`src/rtl/picoblaze_cmd_decoder_pkg.sv`:
```
// Shared constants for the kcpsm6 output-port command decoder:
// keyboard codes, state bytes, status bit positions and FSM encodings.
package picoblaze_cmd_pkg;

    // Keyboard codes written by the firmware to the key port
    localparam logic [7:0] KEY_INC   = 8'h57;  // 'W'
    localparam logic [7:0] KEY_DEC   = 8'h53;  // 'S'
    localparam logic [7:0] KEY_LEFT  = 8'h41;  // 'A'
    localparam logic [7:0] KEY_RIGHT = 8'h44;  // 'D'
    localparam logic [7:0] KEY_RST   = 8'h08;  // 'r' / backspace
    localparam logic [7:0] KEY_INSTR = 8'h49;  // 'I'

    // Byte on in_port that requests the programming blink
    localparam logic [7:0] PROG_CODE  = 8'h50;
    // State bytes shown while blinking
    localparam logic [7:0] PROG_STATE = 8'h02;
    localparam logic [7:0] READ_STATE = 8'h00;

    // Bit positions inside status_data
    localparam int STAT_INSTR_BIT = 0;
    localparam int STAT_PROG_BIT  = 1;
    localparam int STAT_RST_BIT   = 2;

    // Programming alternation FSM
    typedef enum logic [1:0] {
        PROG_NORMAL = 2'd0,
        PROG_A      = 2'd1,
        PROG_B      = 2'd2
    } prog_state_e;

    // Reset stretcher FSM
    typedef enum logic {
        STR_IDLE = 1'b0,
        STR_BUSY = 1'b1
    } str_state_e;

endpackage

```
`src/rtl/picoblaze_cmd_decoder_if.sv`:
```
// Bus between the kcpsm6 core (master) and the command decoder (slave),
// including the decoded command/status outputs going back to the system.
interface picoblaze_cmd_decoder_if #(
    parameter int DW = 8
);
    logic [7:0]    port_id;
    logic [DW-1:0] out_port;
    logic          write_strobe;
    logic [DW-1:0] in_port;

    logic [DW-1:0] state_out;
    logic          inc;
    logic          dec;
    logic          left;
    logic          right;
    logic          instr_en;
    logic          rst_out;
    logic          prog_mode;
    logic [DW-1:0] status_data;

    modport master (
        output port_id, out_port, write_strobe, in_port,
        input  state_out, inc, dec, left, right, instr_en, rst_out,
               prog_mode, status_data
    );

    modport slave (
        input  port_id, out_port, write_strobe, in_port,
        output state_out, inc, dec, left, right, instr_en, rst_out,
               prog_mode, status_data
    );
endinterface

```
`src/rtl/picoblaze_cmd_decoder_stretcher.sv`:
```
// Fixed-length pulse stretcher: a trigger while idle produces an output
// that is high for exactly LEN cycles starting the cycle after the trigger.
// Triggers while busy are ignored; reset aborts a running pulse.
module pulse_stretcher
    import picoblaze_cmd_pkg::*;
#(
    parameter int LEN = 1044
) (
    input  logic clk_i,
    input  logic rst_i,
    input  logic trig_i,
    output logic busy_o,
    output logic out_o
);
    localparam int CNT_W = $clog2(LEN + 1);

    str_state_e       state_q, state_d;
    logic [CNT_W-1:0] cnt_q, cnt_d;

    // State and counter registers
    always_ff @(posedge clk_i) begin
        if (rst_i) begin
            state_q <= STR_IDLE;
            cnt_q   <= '0;
        end else begin
            state_q <= state_d;
            cnt_q   <= cnt_d;
        end
    end

    // Next state: count LEN cycles in BUSY, then fall back to IDLE
    always_comb begin
        state_d = state_q;
        cnt_d   = cnt_q;
        case (state_q)
            STR_IDLE: begin
                if (trig_i) begin
                    state_d = STR_BUSY;
                    cnt_d   = '0;
                end
            end
            STR_BUSY: begin
                if (cnt_q == CNT_W'(LEN - 1)) begin
                    state_d = STR_IDLE;
                    cnt_d   = '0;
                end else begin
                    cnt_d = cnt_q + CNT_W'(1);
                end
            end
            default: begin
                state_d = STR_IDLE;
                cnt_d   = '0;
            end
        endcase
    end

    // Outputs decode straight from the state register
    always_comb begin
        busy_o = (state_q == STR_BUSY);
        out_o  = (state_q == STR_BUSY);
    end

endmodule

```
`src/rtl/picoblaze_cmd_decoder.sv`:
```
// Output-port decoder between kcpsm6 and the stopwatch datapath.
// Key writes become one-cycle command pulses, KEY_INSTR toggles instr_en,
// KEY_RST launches a stretched datapath reset, and state writes drive the
// FSM state byte, overridden by a PROG/READ blink while in_port==PROG_CODE.
module picoblaze_cmd_decoder
    import picoblaze_cmd_pkg::*;
#(
    parameter int         DW            = 8,
    parameter logic [7:0] KEY_PORT_ID   = 8'h01,
    parameter logic [7:0] STATE_PORT_ID = 8'h02,
    parameter int         RST_CYCLES    = 1044,
    parameter int         ALT_CYCLES    = 74
) (
    input  logic                    clk,
    input  logic                    reset,
    picoblaze_cmd_decoder_if.slave  bus
);
    localparam int ALT_W = $clog2(ALT_CYCLES + 1);

    localparam logic [DW-1:0] K_INC   = DW'(KEY_INC);
    localparam logic [DW-1:0] K_DEC   = DW'(KEY_DEC);
    localparam logic [DW-1:0] K_LEFT  = DW'(KEY_LEFT);
    localparam logic [DW-1:0] K_RIGHT = DW'(KEY_RIGHT);
    localparam logic [DW-1:0] K_RST   = DW'(KEY_RST);
    localparam logic [DW-1:0] K_INSTR = DW'(KEY_INSTR);
    localparam logic [DW-1:0] K_PROG  = DW'(PROG_CODE);

    logic key_wr;
    logic state_wr;
    logic code_seen;

    assign key_wr    = bus.write_strobe && (bus.port_id == KEY_PORT_ID);
    assign state_wr  = bus.write_strobe && (bus.port_id == STATE_PORT_ID);
    assign code_seen = (bus.in_port == K_PROG);

    // ---------------- key decode ----------------
    logic inc_q, dec_q, left_q, right_q, instr_en_q;
    logic inc_d, dec_d, left_d, right_d, instr_en_d;

    // Next values of the command pulses and the instruction toggle
    always_comb begin
        inc_d      = key_wr && (bus.out_port == K_INC);
        dec_d      = key_wr && (bus.out_port == K_DEC);
        left_d     = key_wr && (bus.out_port == K_LEFT);
        right_d    = key_wr && (bus.out_port == K_RIGHT);
        instr_en_d = instr_en_q ^ (key_wr && (bus.out_port == K_INSTR));
    end

    // Command pulse and toggle registers
    always_ff @(posedge clk) begin
        if (reset) begin
            inc_q      <= 1'b0;
            dec_q      <= 1'b0;
            left_q     <= 1'b0;
            right_q    <= 1'b0;
            instr_en_q <= 1'b0;
        end else begin
            inc_q      <= inc_d;
            dec_q      <= dec_d;
            left_q     <= left_d;
            right_q    <= right_d;
            instr_en_q <= instr_en_d;
        end
    end

    // ---------------- datapath reset stretcher ----------------
    logic rst_out_w;
    logic rst_busy_w;

    pulse_stretcher #(
        .LEN (RST_CYCLES)
    ) u_rst_stretch (
        .clk_i  (clk),
        .rst_i  (reset),
        .trig_i (key_wr && (bus.out_port == K_RST)),
        .busy_o (rst_busy_w),
        .out_o  (rst_out_w)
    );

    // ---------------- state byte / programming blink ----------------
    prog_state_e      prog_q, prog_d;
    logic [ALT_W-1:0] alt_cnt_q, alt_cnt_d;
    logic [DW-1:0]    saved_q, saved_d;
    logic             prog_mode_q;
    logic [DW-1:0]    state_out_w;

    // State register for the blink FSM, phase counter and saved state byte
    always_ff @(posedge clk) begin
        if (reset) begin
            prog_q      <= PROG_NORMAL;
            alt_cnt_q   <= '0;
            saved_q     <= DW'(READ_STATE);
            prog_mode_q <= 1'b0;
        end else begin
            prog_q      <= prog_d;
            alt_cnt_q   <= alt_cnt_d;
            saved_q     <= saved_d;
            prog_mode_q <= (prog_d != PROG_NORMAL);
        end
    end

    // Next state: enter on PROG_CODE, alternate every ALT_CYCLES, leave on any other byte
    always_comb begin
        prog_d    = prog_q;
        alt_cnt_d = alt_cnt_q;
        saved_d   = state_wr ? bus.out_port : saved_q;
        case (prog_q)
            PROG_NORMAL: begin
                if (code_seen) begin
                    prog_d    = PROG_A;
                    alt_cnt_d = '0;
                end
            end
            PROG_A, PROG_B: begin
                if (!code_seen) begin
                    prog_d    = PROG_NORMAL;
                    alt_cnt_d = '0;
                end else if (alt_cnt_q == ALT_W'(ALT_CYCLES - 1)) begin
                    prog_d    = (prog_q == PROG_A) ? PROG_B : PROG_A;
                    alt_cnt_d = '0;
                end else begin
                    alt_cnt_d = alt_cnt_q + ALT_W'(1);
                end
            end
            default: begin
                prog_d    = PROG_NORMAL;
                alt_cnt_d = '0;
            end
        endcase
    end

    // Output: blink bytes override the saved state while programming
    always_comb begin
        case (prog_q)
            PROG_A:  state_out_w = DW'(PROG_STATE);
            PROG_B:  state_out_w = DW'(READ_STATE);
            default: state_out_w = saved_q;
        endcase
    end

    // Status byte assembled only from register outputs
    logic [DW-1:0] status_w;
    always_comb begin
        status_w                 = '0;
        status_w[STAT_INSTR_BIT] = instr_en_q;
        status_w[STAT_PROG_BIT]  = prog_mode_q;
        status_w[STAT_RST_BIT]   = rst_busy_w;
    end

    assign bus.state_out   = state_out_w;
    assign bus.inc         = inc_q;
    assign bus.dec         = dec_q;
    assign bus.left        = left_q;
    assign bus.right       = right_q;
    assign bus.instr_en    = instr_en_q;
    assign bus.rst_out     = rst_out_w;
    assign bus.prog_mode   = prog_mode_q;
    assign bus.status_data = status_w;

endmodule

```
`src/flat_wrapper.sv`:
```
// flat-port wrapper written by rule: the top's interface ports become plain ports
module picoblaze_cmd_decoder_flat import picoblaze_cmd_pkg::*;
#(
    parameter int         DW            = 8,
    parameter logic [7:0] KEY_PORT_ID   = 8'h01,
    parameter logic [7:0] STATE_PORT_ID = 8'h02,
    parameter int         RST_CYCLES    = 1044,
    parameter int         ALT_CYCLES    = 74
)
  (clk, reset, bus_port_id, bus_out_port, bus_write_strobe, bus_in_port, bus_state_out, bus_inc, bus_dec, bus_left, bus_right, bus_instr_en, bus_rst_out, bus_prog_mode, bus_status_data);
  picoblaze_cmd_decoder_if #(.DW(DW)) bus_i ();
  input  logic clk;
  input  logic reset;
  input wire logic [$bits(bus_i.port_id)-1:0] bus_port_id;
  input wire logic [$bits(bus_i.out_port)-1:0] bus_out_port;
  input wire logic [$bits(bus_i.write_strobe)-1:0] bus_write_strobe;
  input wire logic [$bits(bus_i.in_port)-1:0] bus_in_port;
  output wire logic [$bits(bus_i.state_out)-1:0] bus_state_out;
  output wire logic [$bits(bus_i.inc)-1:0] bus_inc;
  output wire logic [$bits(bus_i.dec)-1:0] bus_dec;
  output wire logic [$bits(bus_i.left)-1:0] bus_left;
  output wire logic [$bits(bus_i.right)-1:0] bus_right;
  output wire logic [$bits(bus_i.instr_en)-1:0] bus_instr_en;
  output wire logic [$bits(bus_i.rst_out)-1:0] bus_rst_out;
  output wire logic [$bits(bus_i.prog_mode)-1:0] bus_prog_mode;
  output wire logic [$bits(bus_i.status_data)-1:0] bus_status_data;
  assign bus_i.port_id = bus_port_id;
  assign bus_i.out_port = bus_out_port;
  assign bus_i.write_strobe = bus_write_strobe;
  assign bus_i.in_port = bus_in_port;
  assign bus_state_out = bus_i.state_out;
  assign bus_inc = bus_i.inc;
  assign bus_dec = bus_i.dec;
  assign bus_left = bus_i.left;
  assign bus_right = bus_i.right;
  assign bus_instr_en = bus_i.instr_en;
  assign bus_rst_out = bus_i.rst_out;
  assign bus_prog_mode = bus_i.prog_mode;
  assign bus_status_data = bus_i.status_data;
  picoblaze_cmd_decoder #(.DW(DW), .KEY_PORT_ID(KEY_PORT_ID), .STATE_PORT_ID(STATE_PORT_ID), .RST_CYCLES(RST_CYCLES), .ALT_CYCLES(ALT_CYCLES)) u_core (.clk(clk), .reset(reset), .bus(bus_i));
endmodule
```
`config.mk`:
```
export PLATFORM = sky130hd
export DESIGN_NAME = picoblaze_cmd_decoder_flat
export DESIGN_NICKNAME = d
export VERILOG_FILES = /design/src/rtl/picoblaze_cmd_decoder_pkg.sv /design/src/rtl/picoblaze_cmd_decoder_if.sv /design/src/rtl/picoblaze_cmd_decoder_stretcher.sv /design/src/rtl/picoblaze_cmd_decoder.sv /design/src/flat_wrapper.sv
export SDC_FILE = /design/constraint.sdc
export NUM_CORES = 1
export LEC_CHECK = 0
export ABC_CLOCK_PERIOD_IN_PS = 3100
export CORE_MARGIN = 1.5
export CORE_UTILIZATION = 51
export DETAILED_ROUTE_END_ITERATION = 6
export GPL_TIMING_DRIVEN = 1
export HOLD_SLACK_MARGIN = 0.15
export MAX_ROUTING_LAYER = met4
export PLACE_DENSITY = 0.91
export SYNTH_ARGS = -nofsm -noshare
export SYNTH_HDL_FRONTEND = slang
export SYNTH_SLANG_ARGS = --single-unit
export TNS_END_PERCENT = 20
```
`constraint.sdc`:
```
create_clock -name clk -period 3.1 [get_ports clk]
set_input_delay 0.31 -clock clk [delete_from_list [all_inputs] [get_ports clk]]
set_output_delay 0.31 -clock clk [all_outputs]
set_load 0.03 [all_outputs]
```
== After elaboration in Yosys (flattened, before gate mapping) ==
Cells that the tools add are included.
Widths: inputs -> output; s select.
Storage, ports and cells
  bits in registers: 35
  latch bits: 0
  RAM bits: 0
  memory bits (read-only): 0
  output and inout bits: 23
  logic and storage cells: 57
  memories kept: 0
Cells by class
  $add $sub $neg: 2
  $mul: 0
  divide/modulo/power cells: 0
  magnitude comparators: 0
  eq/ne operators: 15
  shift operators: 0
  mux-type cells: 16
  bitwise gates (word level): 2
  reduce and logical (&&, ||, !) cells: 11
Operators with widths (count)
  $eq 8x7->1 const B: 6
  $mux 11: 2
  $pmux 11 s2: 1
  $mux 7: 3
  $pmux 8 s2: 1
  $pmux 7 s2: 1
  $add 11x1->11 const B: 1
  $eq 11x11->1 const B: 1
  $eq 8x1->1 const B: 1
  $eq 8x2->1 const B: 1
  $eq 8x4->1 const B: 1
  $logic_and 1x1->1: 8
  $mux 2: 4
  $add 7x1->7 const B: 1
  $eq 7x7->1 const B: 1
  $pmux 2 s2: 1
  $eq 2x1->1 const B: 1
  $eq 2x2->1 const B: 1
  $logic_not 2->1: 1
  $mux 1: 2
  $ne 2x1->1 const B: 1
  $ne 2x2->1 const B: 1
  $pmux 1 s2: 1
  $reduce_bool 2->1: 1
  other kinds (3): 3

== Longest topological paths before layout ==
  depth after elaboration: 6
  mapped depth: 7
  mapped depth without buffers: 6

== Hierarchy ==
From an unflattened synthesis, not the netlist that was laid out.
Second synthesis, totals
  cell total of the unflattened synthesis: 219
  area total of the unflattened synthesis: 1926.8 sq um
Modules (own cells, without submodules)
  picoblaze_cmd_decoder: times used 1, cells an instance 144, area each 1285.0 sq um
  pulse_stretcher: times used 1, cells an instance 75, area each 641.9 sq um

== Worst setup path after synthesis ==
Ideal clock, no wire load.
  kind: register to output
  start: register u_core.prog_q[0]
  end: output bus_state_out[1]
  arrival: 1.503 ns
  data required time: 2.790 ns
  setup slack: 1.287 ns
  cell stages (with the launch flop): 4
  path buffers: 0
  path through: dfxtp_1 -> inv_1 -> ha_1 -> o21ai_0
On the way
  word-level cells in the longest chain between the ends: 2
RTL lines
  from (decl): RTL line picoblaze_cmd_decoder.sv:81  | prog_state_e prog_q, prog_d;
  from (signal assigned): RTL line picoblaze_cmd_decoder.sv:95  | prog_q <= prog_d;
  $eq 2x2->1 or $eq 2x1->1 (tied branches): RTL line picoblaze_cmd_decoder.sv:134  | case (prog_q)
  $pmux 8 s2 (*): RTL line picoblaze_cmd_decoder.sv:134
  to (decl): RTL line flat_wrapper.sv:18  | output wire logic [$bits(bus_i.state_out)-1:0] bus_state_out;
Every way passes the cells marked *; elsewhere a longest branch is shown, timed or not.

== Worst setup path in the final report ==
Same ends and word-level chain as after synthesis.

==> impl_metrics.yaml <==
logic_synthesis:
  syn_area_per_cell_um2: 8.723
  synthArstFlopShare_pct: 0
  synth_cell_type_count: 45
  synth_top_area_share_pct: 38.25
  synth_seq_cells: 35
  synth_area_leader_cell: "dfxtp_1"
  synth_ff_type: "dfxtp_1"
  syn-instance-count: 210
  yosys-top-cells-area: "dfxtp_1, nor2_1, mux2i_1"
  synth_area_um2: 1832
  ys_seq_area_share_pct: 38.25
  synth_edf_count: 0
  yosys_warnings: 0
die:
  die_y_um: 62.93
  pin_count: 50
  start_util_pct: 54.04
  die-area_um2: 3960
  rows: 21
  core_um2: 3390
  die_w_um: 62.93
clock_tree:
  cts_tree: "done"
  cts_max_level: 2
  cts.clk_slew.worst_paths_ns: 0.12
  clk_latency_ns: 0.34
  cts_buffers: 5
  clockBufferDepth: 2
  ctsResizeCount: 0
  cts-hold-fix-buffers: 0
  clockRootBuffer: "clkbuf_4"
  post_cts_buffers: 0
  clock-sinks: 35
worst_setup_path:
  path_class: "reg -> out"
  critPathLaunch: "u_core.prog_q[0]"
  rr_startpoint: "u_core.prog_q[0]"
  timing.rr.end: "u_core.alt_cnt_q[1]"
  cp-end-kind: "primary output"
  reg2reg_setup_slack_ns: 1.16
  cp.arrival_ns: 2.21
  worstPathRequired_ns: 2.79
  reg2regPathDepth: 6
  path_max_fanout: 10
  critPathLaunchType: "flip-flop"
place:
  dp_cells: 292
  post-dp-hpwl_um: 2877
  portBuffers: 44
  globalplace.congestion: 0.8203
  dp_worst_setup_slack_ns: 0.8946
finish:
  antenna_cells: 0
  final_cells: 300
  drive_above_1_share_pct: 9.449
  mostFrequentLayoutCells: "clkdlybuf4s50_1, dfxtp_1, nor2_1"
  layout_commonest_cell: "clkdlybuf4s50_1"
  utilization_pct: 68.73
  syn2layout_area_growth_pct: 27.19
  layout.nets: 286
timing:
  setup_viol: 0
  relSlewSlack_pct: 59.43
  tns_ns: 0
  worstMarginPinSlew_ns: 0.6085
  grt_setup_unrepaired: "no"
  setup_slack_ns: 0.5785
  finalCritPeriodShare_pct: 81.34
  fin_crit_ns: 2.521
  fmax_ghz: 0.3966
  timing.final.max_slew_violations: 0
  fin_worst_skew_ns: 0.01032
  hold_viol_final: 0
routing:
  vias_per_cell: 5.500
  post_drt_wl_per_cell_um: 12.70
  initialDrtViolationCount: 71
  drc: 0
  drt_first_pass_iters: 4
  finalWirelength_um: 3809
  vias: 1650
  ant_nets: 0
pwr:
  power.leakage_nw: 0.8368
  ir_drop_uv: 220.7
  powerDensity_nw_per_um2: 326.7
global_route:
  track_usage_pct: 21.02
  grt_overflow: 0
  antenna_found_initial: 0
  grt_pass1_wl_um: 6651
  grt_max_degree: 15
  first_global_vias: 1588
worst_hold_path:
  hp-start: "u_core.alt_cnt_q[6]"
  min_path_cells: 1
  worstHoldEndpoint: "u_core.alt_cnt_q[6]"
  hp-class: "reg -> reg"
job:
  cap_violations: 0
run_status:
  status: "complete, no violations"
worst max path at each step:
stage / end / slack (ns) / cells past startpoint
after detailed placement: u_core.u_rst_stretch.cnt_q[1] / 0.89 / 6
after global placement: u_core.u_rst_stretch.cnt_q[1] / 0.94 / 6
after CTS: bus_state_out[1] / 0.58 / 5
after global routing: bus_state_out[1] / 0.43 / 5
after floorplan: bus_state_out[1] / 1.29 / 3
final: bus_state_out[1] / 0.58 / 5
registers in the layout, summed over array words and instances (netlist names):
signal / count
u_core.alt_cnt_q: 7
u_core.bus.dec: 1
u_core.bus.inc: 1
u_core.bus.instr_en: 1
u_core.bus.left: 1
u_core.bus.prog_mode: 1
u_core.bus.right: 1
u_core.prog_q: 2
u_core.saved_q: 8
u_core.u_rst_stretch.busy_o: 1
u_core.u_rst_stretch.cnt_q: 11
cells by family after synthesis:
kind of cell | after synthesis | share of synthesized area (%)
XOR/XNOR | 6 | 2.869
buffers and inverters | 20 | 6.352
multiplexers | 10 | 5.533
AND/OR/NAND/NOR | 102 | 30.94
flip-flops | 35 | 38.25
other | 1 | 0.2047
AO/OA/AOI/OAI | 30 | 11.75
adder cells (fa/ha/maj) | 6 | 4.098
cell usage after synthesis, types with 2 or more instances:
master / instances
a211oi_1: 3
a21oi_1: 7
a31oi_1: 3
and3_1: 4
buf_2: 3
buf_4: 8
clkbuf_1: 2
dfxtp_1: 35
ha_1: 6
inv_1: 6
mux2i_1: 9
nand2_1: 13
nand2b_1: 2
nand3_1: 11
nand4_1: 8
nor2_1: 31
nor2_2: 2
nor2b_1: 7
nor3_1: 7
nor4b_1: 6
o21ai_0: 5
o21ai_1: 2
o221a_1: 2
or2_2: 2
or3_1: 2
xor2_1: 5
where the power goes:
group	internal, mW	total, mW	switching, mW
Clock	0.0866	0.243	0.157
Sequential	0.450	0.450	0.000443
Combinational	0.0368	0.0676	0.0308
Total	0.573	0.761	0.188
routing by layer:
metal | global-route usage (%) | vias to the layer above | routed length [um]
met5 | - | - | 0
met4 | 6.111 | 0 | 42
met3 | 6.306 | 6 | 235
met2 | 34.84 | 63 | 1796
met1 | 24.55 | 762 | 1734
li1 | - | 819 | -
layout make-up:
type,instances,area (um2)
clock buffers,5,37.54
clock inverters,3,20.02
fillers,258,1060
inverters,6,22.52
multi-input cells,159,1036
flip-flops and latches,35,700.7
well taps,46,57.56
repair buffers,46,455.4
per-stage QoR:
step	instance area (um2)	total power [mW]	hold slack (ns)
global route	2330	0.8048	0.5179
floorplan	1847	0.4895	0.3859
finish	2330	0.7611	0.5029
CTS	2330	0.7716	0.5003
detailed placement	2272	0.5279	0.4803
global placement	2272	0.5263	0.4599
worst max-delay path, cell delays in order, from the launching register on:
cell	delay, ns
dfxtp_1	0.39
inv_1	0.09
ha_1	0.49
nand2_1	0.11
o21ai_0	0.09
clkdlybuf4s50_1	0.69
No activity file was read; power rests on OpenSTA's default activity.
